$ cat src/rtl/div_unit_pkg.sv
//==============================================================================
// Module  : div_unit_pkg
// Purpose : Shared definitions for the EX-stage divider.
//           - Textual defines used across the EX stage:
//             state encodings, handshake levels, bus widths and the DIV/DIVU
//             ALU opcodes.
//           - A typed state enumeration built on the encodings.
// Ports   : none (package)
// Options : none
// Revision: 1.0 - initial release
//==============================================================================
`default_nettype none

`ifndef DIV_UNIT_DEFINES
`define DIV_UNIT_DEFINES

// Divider state encodings
`define DivFree            2'b00
`define DivByZero          2'b01
`define DivOn              2'b10
`define DivEnd             2'b11

// Handshake levels
`define DivResultReady     1'b1
`define DivResultNotReady  1'b0
`define DivStart           1'b1
`define DivStop            1'b0

// Register bus widths
`define RegBus             31:0
`define DoubleRegBus       63:0

// EX-stage ALU opcodes that route to the divider
`define EXE_DIV_OP         8'b00011010
`define EXE_DIVU_OP        8'b00011011

`endif

package div_unit_pkg;

   typedef enum logic [1:0] {
      DIV_FREE    = `DivFree,
      DIV_BY_ZERO = `DivByZero,
      DIV_ON      = `DivOn,
      DIV_END     = `DivEnd
   } div_state_t;

endpackage : div_unit_pkg

`default_nettype wire

$ cat src/rtl/div_unit.sv
//==============================================================================
// Module  : div_unit
// Purpose : Multi-cycle radix-2 restoring divider for DIV / DIVU.
//           The operands are latched on the start edge. Signed operands are
//           first reduced to magnitudes. One quotient bit is produced per
//           cycle, MSB first. The signs are applied again when the result is
//           presented. A zero divisor skips the iterations and returns zero.
// Ports   : clk           in   rising-edge clock
//           rst           in   synchronous reset, active-high
//           signed_div_i  in   1 = DIV (signed), 0 = DIVU
//           opdata1_i     in   [DATA_W-1:0] dividend
//           opdata2_i     in   [DATA_W-1:0] divisor
//           start_i       in   request, held by EX until ready_o is seen
//           annul_i       in   cancel an in-flight division
//           result_o      out  [2*DATA_W-1:0] {remainder, quotient}
//           ready_o       out  result valid this cycle
//           div_zero_o    out  divisor was zero (DIV_ZERO_FLAG_EN only)
// Options : DIV_ZERO_FLAG_EN - adds the div_zero_o port
// Revision: 1.0 - initial release
//==============================================================================
`default_nettype none

module div_unit
   import div_unit_pkg::*;
#(
   parameter int DATA_W = 32,
   parameter int CNT_W  = 6
)(
   input  logic                  clk,
   input  logic                  rst,
   input  logic                  signed_div_i,
   input  logic [DATA_W-1:0]     opdata1_i,
   input  logic [DATA_W-1:0]     opdata2_i,
   input  logic                  start_i,
   input  logic                  annul_i,
   output logic [2*DATA_W-1:0]   result_o,
`ifdef DIV_ZERO_FLAG_EN
   output logic                  ready_o,
   output logic                  div_zero_o
`else
   output logic                  ready_o
`endif
);

   localparam logic [CNT_W-1:0] CNT_LAST = CNT_W'(DATA_W - 1);
   localparam logic [CNT_W-1:0] CNT_ONE  = CNT_W'(1);

   // Conditional two's-complement negation. Used to take magnitudes on entry
   // and to restore the signs on exit.
   function automatic logic [DATA_W-1:0] cond_neg(input logic [DATA_W-1:0] v,
                                                  input logic              neg);
      return neg ? (-v) : v;
   endfunction

   div_state_t            state;
   div_state_t            state_nxt;

   logic [CNT_W-1:0]      cnt;
   logic [DATA_W-1:0]     rem;        // partial remainder
   logic [DATA_W-1:0]     dvd;        // dividend bits shift out, quotient bits shift in
   logic [DATA_W-1:0]     dsr;        // divisor magnitude
   logic                  neg_quo;    // quotient sign must be flipped on exit
   logic                  neg_rem;    // remainder follows the dividend sign
`ifdef DIV_ZERO_FLAG_EN
   logic                  zero_seen;
`endif

   logic                  start_ok;
   logic                  divisor_zero;
   logic [DATA_W:0]       shifted;
   logic [DATA_W+1:0]     trial;
   logic                  trial_ge;

   assign start_ok     = (start_i == `DivStart) && !annul_i;
   assign divisor_zero = (opdata2_i == '0);

   // One restoring step: bring the next dividend bit into the remainder. The
   // shifted remainder can need DATA_W+1 bits, and the subtraction keeps one
   // more bit as the borrow.
   assign shifted  = {rem, dvd[DATA_W-1]};
   assign trial    = {1'b0, shifted} - {2'b00, dsr};
   assign trial_ge = ~trial[DATA_W+1];

   //---------------------------------------------------------------------------
   // State register
   //---------------------------------------------------------------------------
   always_ff @(posedge clk) begin
      if (rst) begin
         state <= DIV_FREE;
      end else begin
         state <= state_nxt;
      end
   end

   //---------------------------------------------------------------------------
   // Next-state logic
   //---------------------------------------------------------------------------
   always_comb begin
      state_nxt = state;
      unique case (state)
         DIV_FREE: begin
            if (start_ok) begin
               state_nxt = divisor_zero ? DIV_BY_ZERO : DIV_ON;
            end
         end
         DIV_BY_ZERO: begin
            state_nxt = DIV_END;
         end
         DIV_ON: begin
            if (annul_i) begin
               state_nxt = DIV_FREE;
            end else if (cnt == CNT_LAST) begin
               state_nxt = DIV_END;
            end
         end
         DIV_END: begin
            // EX keeps start high until it has consumed the result.
            if (start_i == `DivStop) begin
               state_nxt = DIV_FREE;
            end
         end
         default: begin
            state_nxt = DIV_FREE;
         end
      endcase
   end

   //---------------------------------------------------------------------------
   // Datapath registers
   //---------------------------------------------------------------------------
   always_ff @(posedge clk) begin
      if (rst) begin
         cnt       <= '0;
         rem       <= '0;
         dvd       <= '0;
         dsr       <= '0;
         neg_quo   <= 1'b0;
         neg_rem   <= 1'b0;
`ifdef DIV_ZERO_FLAG_EN
         zero_seen <= 1'b0;
`endif
      end else begin
         unique case (state)
            DIV_FREE: begin
               if (start_ok) begin
                  cnt <= '0;
                  rem <= '0;
                  if (divisor_zero) begin
                     // The quotient and the remainder both read as zero.
                     dvd     <= '0;
                     dsr     <= '0;
                     neg_quo <= 1'b0;
                     neg_rem <= 1'b0;
                  end else begin
                     dvd     <= cond_neg(opdata1_i, signed_div_i & opdata1_i[DATA_W-1]);
                     dsr     <= cond_neg(opdata2_i, signed_div_i & opdata2_i[DATA_W-1]);
                     neg_quo <= signed_div_i & (opdata1_i[DATA_W-1] ^ opdata2_i[DATA_W-1]);
                     neg_rem <= signed_div_i & opdata1_i[DATA_W-1];
                  end
`ifdef DIV_ZERO_FLAG_EN
                  zero_seen <= divisor_zero;
`endif
               end
            end
            DIV_ON: begin
               cnt <= cnt + CNT_ONE;
               // When the trial subtraction fails, shifted is smaller than the
               // divisor, so its low DATA_W bits hold the whole value.
               rem <= trial_ge ? trial[DATA_W-1:0] : shifted[DATA_W-1:0];
               dvd <= {dvd[DATA_W-2:0], trial_ge};
            end
            default: begin
            end
         endcase
      end
   end

   //---------------------------------------------------------------------------
   // Outputs: valid only in END, zero otherwise
   //---------------------------------------------------------------------------
   always_comb begin
      ready_o  = `DivResultNotReady;
      result_o = '0;
      if (state == DIV_END) begin
         ready_o  = `DivResultReady;
         result_o = {cond_neg(rem, neg_rem), cond_neg(dvd, neg_quo)};
      end
   end

`ifdef DIV_ZERO_FLAG_EN
   always_comb begin
      div_zero_o = (state == DIV_END) && zero_seen;
   end
`endif

endmodule : div_unit

`default_nettype wire
$ cat config.mk
export PLATFORM = sky130hd
export DESIGN_NAME = div_unit
export DESIGN_NICKNAME = d
export VERILOG_FILES = /design/src/rtl/div_unit_pkg.sv /design/src/rtl/div_unit.sv
export SDC_FILE = /design/constraint.sdc
export NUM_CORES = 1
export LEC_CHECK = 0
export ABC_AREA = 1
export CAP_MARGIN = 10
export CORE_ASPECT_RATIO = 1.1
export CORE_MARGIN = 4
export CORE_UTILIZATION = 58
export CTS_CLUSTER_SIZE = 28
export DETAILED_ROUTE_END_ITERATION = 10
export PLACE_DENSITY = 0.81
export REMOVE_ABC_BUFFERS = 1
export SETUP_SLACK_MARGIN = 0.5
export SLEW_MARGIN = 5
export SYNTH_ARGS = -nofsm -noshare
export SYNTH_HDL_FRONTEND = slang
export SYNTH_SLANG_ARGS = --single-unit
export TNS_END_PERCENT = 30
$ cat constraint.sdc
create_clock -name clk -period 3.1 [get_ports clk]
set_clock_uncertainty 0.15 [all_clocks]
set_input_delay 0.62 -clock clk [delete_from_list [all_inputs] [get_ports clk]]
set_output_delay 0.62 -clock clk [all_outputs]
set_load 0.005 [all_outputs]
### Word-level counts from Yosys, hierarchy flattened

Index checks and enable logic that the tools add are counted.
Widths: inputs -> output; s select.

| storage, ports and cells | value |
|---|---|
| register bits | 106 |
| bits of input ports | 69 |
| output and inout port bits | 65 |
| logic and storage cells | 56 |

| cells by class | value |
|---|---|
| add/sub/neg operators | 6 |
| equality and inequality tests | 7 |
| muxes and demuxes | 23 |
| bitwise gates (word level) | 5 |
| reductions and logical operators | 8 |

Operator list:

| kind | count |
|---|---|
| $mux 32 | 9 |
| $neg 32->32 | 4 |
| $pmux 32 s2 | 2 |
| $mux 64 | 1 |
| $sub 33x32->34 | 1 |
| $logic_not 32->1 | 1 |
| $pmux 6 s2 | 1 |
| $mux 2 | 5 |
| $pmux 2 s4 | 1 |
| $add 6x1->6 const B | 1 |
| $eq 6x5->1 const B | 1 |
| $mux 6 | 1 |
| $eq 2x2->1 const B | 2 |
| $ne 2x2->1 const B | 2 |
| $reduce_and 2->1 | 2 |
| $and 1x1->1 | 3 |
| $mux 1 | 3 |
| $ne 3x3->1 const B | 1 |
| $reduce_and 3->1 | 1 |
| $eq 2x1->1 const B | 1 |
| $logic_not 2->1 | 1 |
| $reduce_bool 2->1 | 1 |
| $logic_and 1x1->1 | 1 |
| $logic_not 1->1 | 1 |
| other kinds (2) | 2 |

### Longest topological paths before layout

| logic depth | value |
|---|---|
| word-level depth | 5 |
| gate-level depth with buffers | 17 |

### Least setup slack after synthesis

Ideal clock, no wire load.

| path | value |
|---|---|
| kind | register to output |
| start point | register dvd[0] |
| end point | output result_o[24] |
| arrival time | 1.660 ns |
| data required time | 2.330 ns |
| setup slack | 0.670 ns |
| cell stages (with the launch flop) | 13 |
| cell sequence | dfxtp_1 -> inv_1 -> ha_1 -> inv_1 -> nor3_1 -> nand2_1 -> nor2_1 -> nand2_1 -> nor2_4 -> nand2_1 -> o21ai_2 -> o21ai_0 -> a21oi_1 |

| between the ends | value |
|---|---|
| word-level cells in the longest chain between the ends | 3 |

Ends and longest elaborated chain:

| item | RTL line | source |
|---|---|---|
| start: declaration | div_unit.sv:60 | `logic [DATA_W-1:0] dvd;` |
| start signal: assignment | div_unit.sv:155 | `dvd <= cond_neg(opdata1_i, signed_div_i & opdata1_i[DATA_W-1]);` |
| start signal: assignment | div_unit.sv:170 | `dvd <= {dvd[DATA_W-2:0], trial_ge};` |
| $neg 32->32 | div_unit.sv:52 | `return neg ? (-v) : v;` |
| $mux 32 | div_unit.sv:52 |  |
| $mux 64 | div_unit.sv:184 | `if (state == DIV_END) begin` |
| end: declaration | div_unit.sv:36 | `output logic [2*DATA_W-1:0] result_o,` |

Every way passes these cells.

### Final worst setup path

| path | value |
|---|---|
| start point | register rem[0] |
| end point | output result_o[61] |

| between the ends | value |
|---|---|
| word-level cells in the longest chain between the ends | 3 |

Ends and longest elaborated chain:

| item | RTL line | source |
|---|---|---|
| start: declaration | div_unit.sv:59 | `logic [DATA_W-1:0] rem;` |
| start signal: assignment | div_unit.sv:169 | `rem <= trial_ge ? trial[DATA_W-1:0] : shifted[DATA_W-1:0];` |
| $neg 32->32 | div_unit.sv:52 |  |
| $mux 32 | div_unit.sv:52 |  |
| $mux 64 | div_unit.sv:184 |  |

Every way passes these cells.

==> metrics.txt <==
die height 149 um; hold_ws 318 ps; Mapped Cells 1885; Total Routing Usage GR 36.8%; row count 51; Data required, critical path ~2300 ps; Final Max Slew Viols 0; core area 0.0177 sq mm; clk buf depth 2; Async S/R FF share, synth 0%; Pint 4970 uW; hold crit path type reg -> reg; Pwr Density roughly 760 mW/mm^2; Sequential Power Share 16.7%; synth cell count leaders nand2_1 (529), inv_1 (300), nor2_1 (184), nand3_1 (180), a21oi_1 (163); final setup vio count 2; Synth warnings 0; hold buffer count at CTS 0; IO Port Bufs 133; clock-pin slew on the worst setup and hold paths 80 ps; Via density ~5.8; CTS Sinks 106; Mapped Area 0.0105 sq mm; worst setup margin -6.38 ps; Final ANT Viol Nets 0; crit path launch type register; Clock Power Share 11.5%; grt total ovfl 0; post-synthesis sequential area ratio 20.2%; number of DRC markers in iteration 0 ~1100; Total Routed Length 39500 um; FF/Latch Area 0.00215 sq mm; crit path time final 3110 ps; initial antenna violation count 0; antenna cells 0; Area Growth Syn to Fin 29.5%; Setup crit end kind output port; top_reg_cell synth dfxtp_1; Nets 2181; fin crit share 100%; combinational share of power 71.8%; Final Core Density 76.8%; number of fill cells between 1000 and 1500; die area 0.0203 sq mm; Post-synth EDFFs 0; first-pass GRT wire length 60200 um; Via Count between 10000 and 15000; Slew Limit Headroom 57.5%; failing checks negative setup slack; RSZ-0062 raised after global routing true; peak supply drop 0.454 mV; Num CTS Buffers 9; Leakage around 0.0065 uW; drt wl/cell 17.0 um; final hold vios 0; vias in the first global route 12600; multi-input logic area ~0.0077 sq mm; 1st-pass router iterations 5; critical path fanouts, max 3; worst slew pin tran 630 ps; Seq cells post-synth 106; htree depth 3; cell with the most instances after synthesis nand2_1; area leader, netlist dfxtp_1; synth top area cells dfxtp_1 (20%), nand2_1 (19%), inv_1 (11%), nand3_1 (8.6%), a21oi_1 (7.8%); starting density of the core 59.3%; Yosys top cell area share about a fifth; Die Width between 100 and 150 um; IO Count 134; DRC violations left 0; run status finished, violations left; Critical Path AT 2340 ps; NetSw around 5400 uW; Synth Area per Inst 5.58 sq um; synth unique cells 48; DP Wirelength between 20000 and 30000 um; Net Sw Frac 51.9%; share of post-route cells with drive strength above 1 between 10% and 20%; Worst-Skew Late Latency approximately 360 ps; critical path class reg -> out; GPL Wtd Cong 0.999; clk root buf clkbuf_16; Max-Cap Viols 0; Final Power 10300 uW; CTS tree built; pre-CTS WS -149 ps; largest net degree at the start of global routing 48; FMAX 0.322 GHz
layout make-up:
class | count | share of cell area, %
clock buffers | 11 | 1.78
clock inverters | 5 | 0.331
inverters | 307 | 8.59
multi-input cells | 1413 | 56.2
flip-flops and latches | 106 | 15.8
well taps | 238 | 2.19
repair buffers | 237 | 15.1
flip-flops by register name, indices dropped and copies added (netlist names):
register,flops
rem,32
neg_quo,1
state,2
cnt,6
neg_rem,1
dvd,32
dsr,32
power groups by stage:
stage | logic, uW | clock network (uW) | registers (uW)
after CTS | 6520 | 1190 | 1700
after floorplan | 3960 | 0 | 1680
final | 7420 | 1190 | 1730
after detailed placement | 5780 | 0 | 1720
after global placement | 5690 | 0 | 1710
after global routing | 8050 | 1240 | 1740
layout by cell type, fill, tap and decap left out, types with 6 or more instances in the layout:
cell type / count
o21a_1: 6
o22ai_1: 18
o21ai_2: 13
nand2_4: 12
a21oi_1: 146
xnor2_1: 18
nand3_2: 11
nand2_1: 503
nor2_4: 15
a21oi_2: 18
nand3_1: 167
nor2_2: 22
nor2_1: 159
clkdlybuf4s50_1: 73
clkbuf_16: 9
nand4_1: 25
nand3b_1: 9
buf_4: 71
ha_1: 31
buf_12: 7
nor3_2: 12
nand2_2: 20
nor3_4: 9
buf_2: 45
buf_6: 27
o21ai_0: 44
dfxtp_2: 15
o21ai_1: 22
xor2_1: 34
inv_1: 288
dfxtp_1: 89
o211ai_1: 10
nor3_1: 27
a31oi_1: 19
inv_2: 12
logic make-up after synthesis:
group / share of synthesized area, %
XOR/XNOR: 4.33
buffers and inverters: 13.9
AO/OA/AOI/OAI: 16.3
AND/OR/NAND/NOR: 40.7
adder cells (fa/ha/maj): 4.59
flip-flops: 20.2
per-layer routing:
layer  part of all wire (%)  track usage (%)  wire length, um  vias up
li1                       -                -                -     6444
met3                    8.4             6.71             3320      194
met1                     37             41.1            14400     6118
met4                    5.9             19.5             2330        0
met2                     49             65.8            19400      732
met5                      0                0                0        -
final timing paths:
| check | start | end | slack (ps) | cells past startpoint |
|---|---|---|---|---|
| worst max register to register | rem[3] | rem[28] | 580 | 13 |
| worst min register to register | dsr[15] | dsr[15] | 320 | 2 |
| worst max-delay path | rem[0] | result_o[61] | -6 | 13 |
| worst min-delay path | dsr[15] | dsr[15] | 320 | 2 |
metrics by stage:
step | cell area (sq um) | instances | setup TNS [ps]
2_1_floorplan | 10200 | 1826 | -12620
3_3_place_gp | 12300 | 2257 | -16.5
3_5_place_dp | 12300 | 2257 | -474
4_1_cts | 13100 | 2297 | 0
5_1_grt | 13600 | 2317 | -573
6_report | 13600 | 2317 | -11.1
critical path, stage by stage, from the launching register on:
cell and delay, ps:
dfxtp_4 370, buf_4 140, nor3_4 180, nand3_2 160
nor2_4 260, buf_6 160, nand3_4 70, nand2_4 110
buf_6 110, nand3_2 60, nand2_1 70, nand2_1 60
nor2_1 100, buf_2 130
timing repair:
| item | 4_1_cts | 5_1_grt |
|---|---|---|
| pin swaps | 64 | 70 |
| buffers inserted | 24 | 20 |
| endpoints found under the hold margin | 0 | 0 |
| resized for setup | 300 | 177 |
| endpoints found under the setup margin | 65 | 114 |
(Power assumes the default switching activity.)
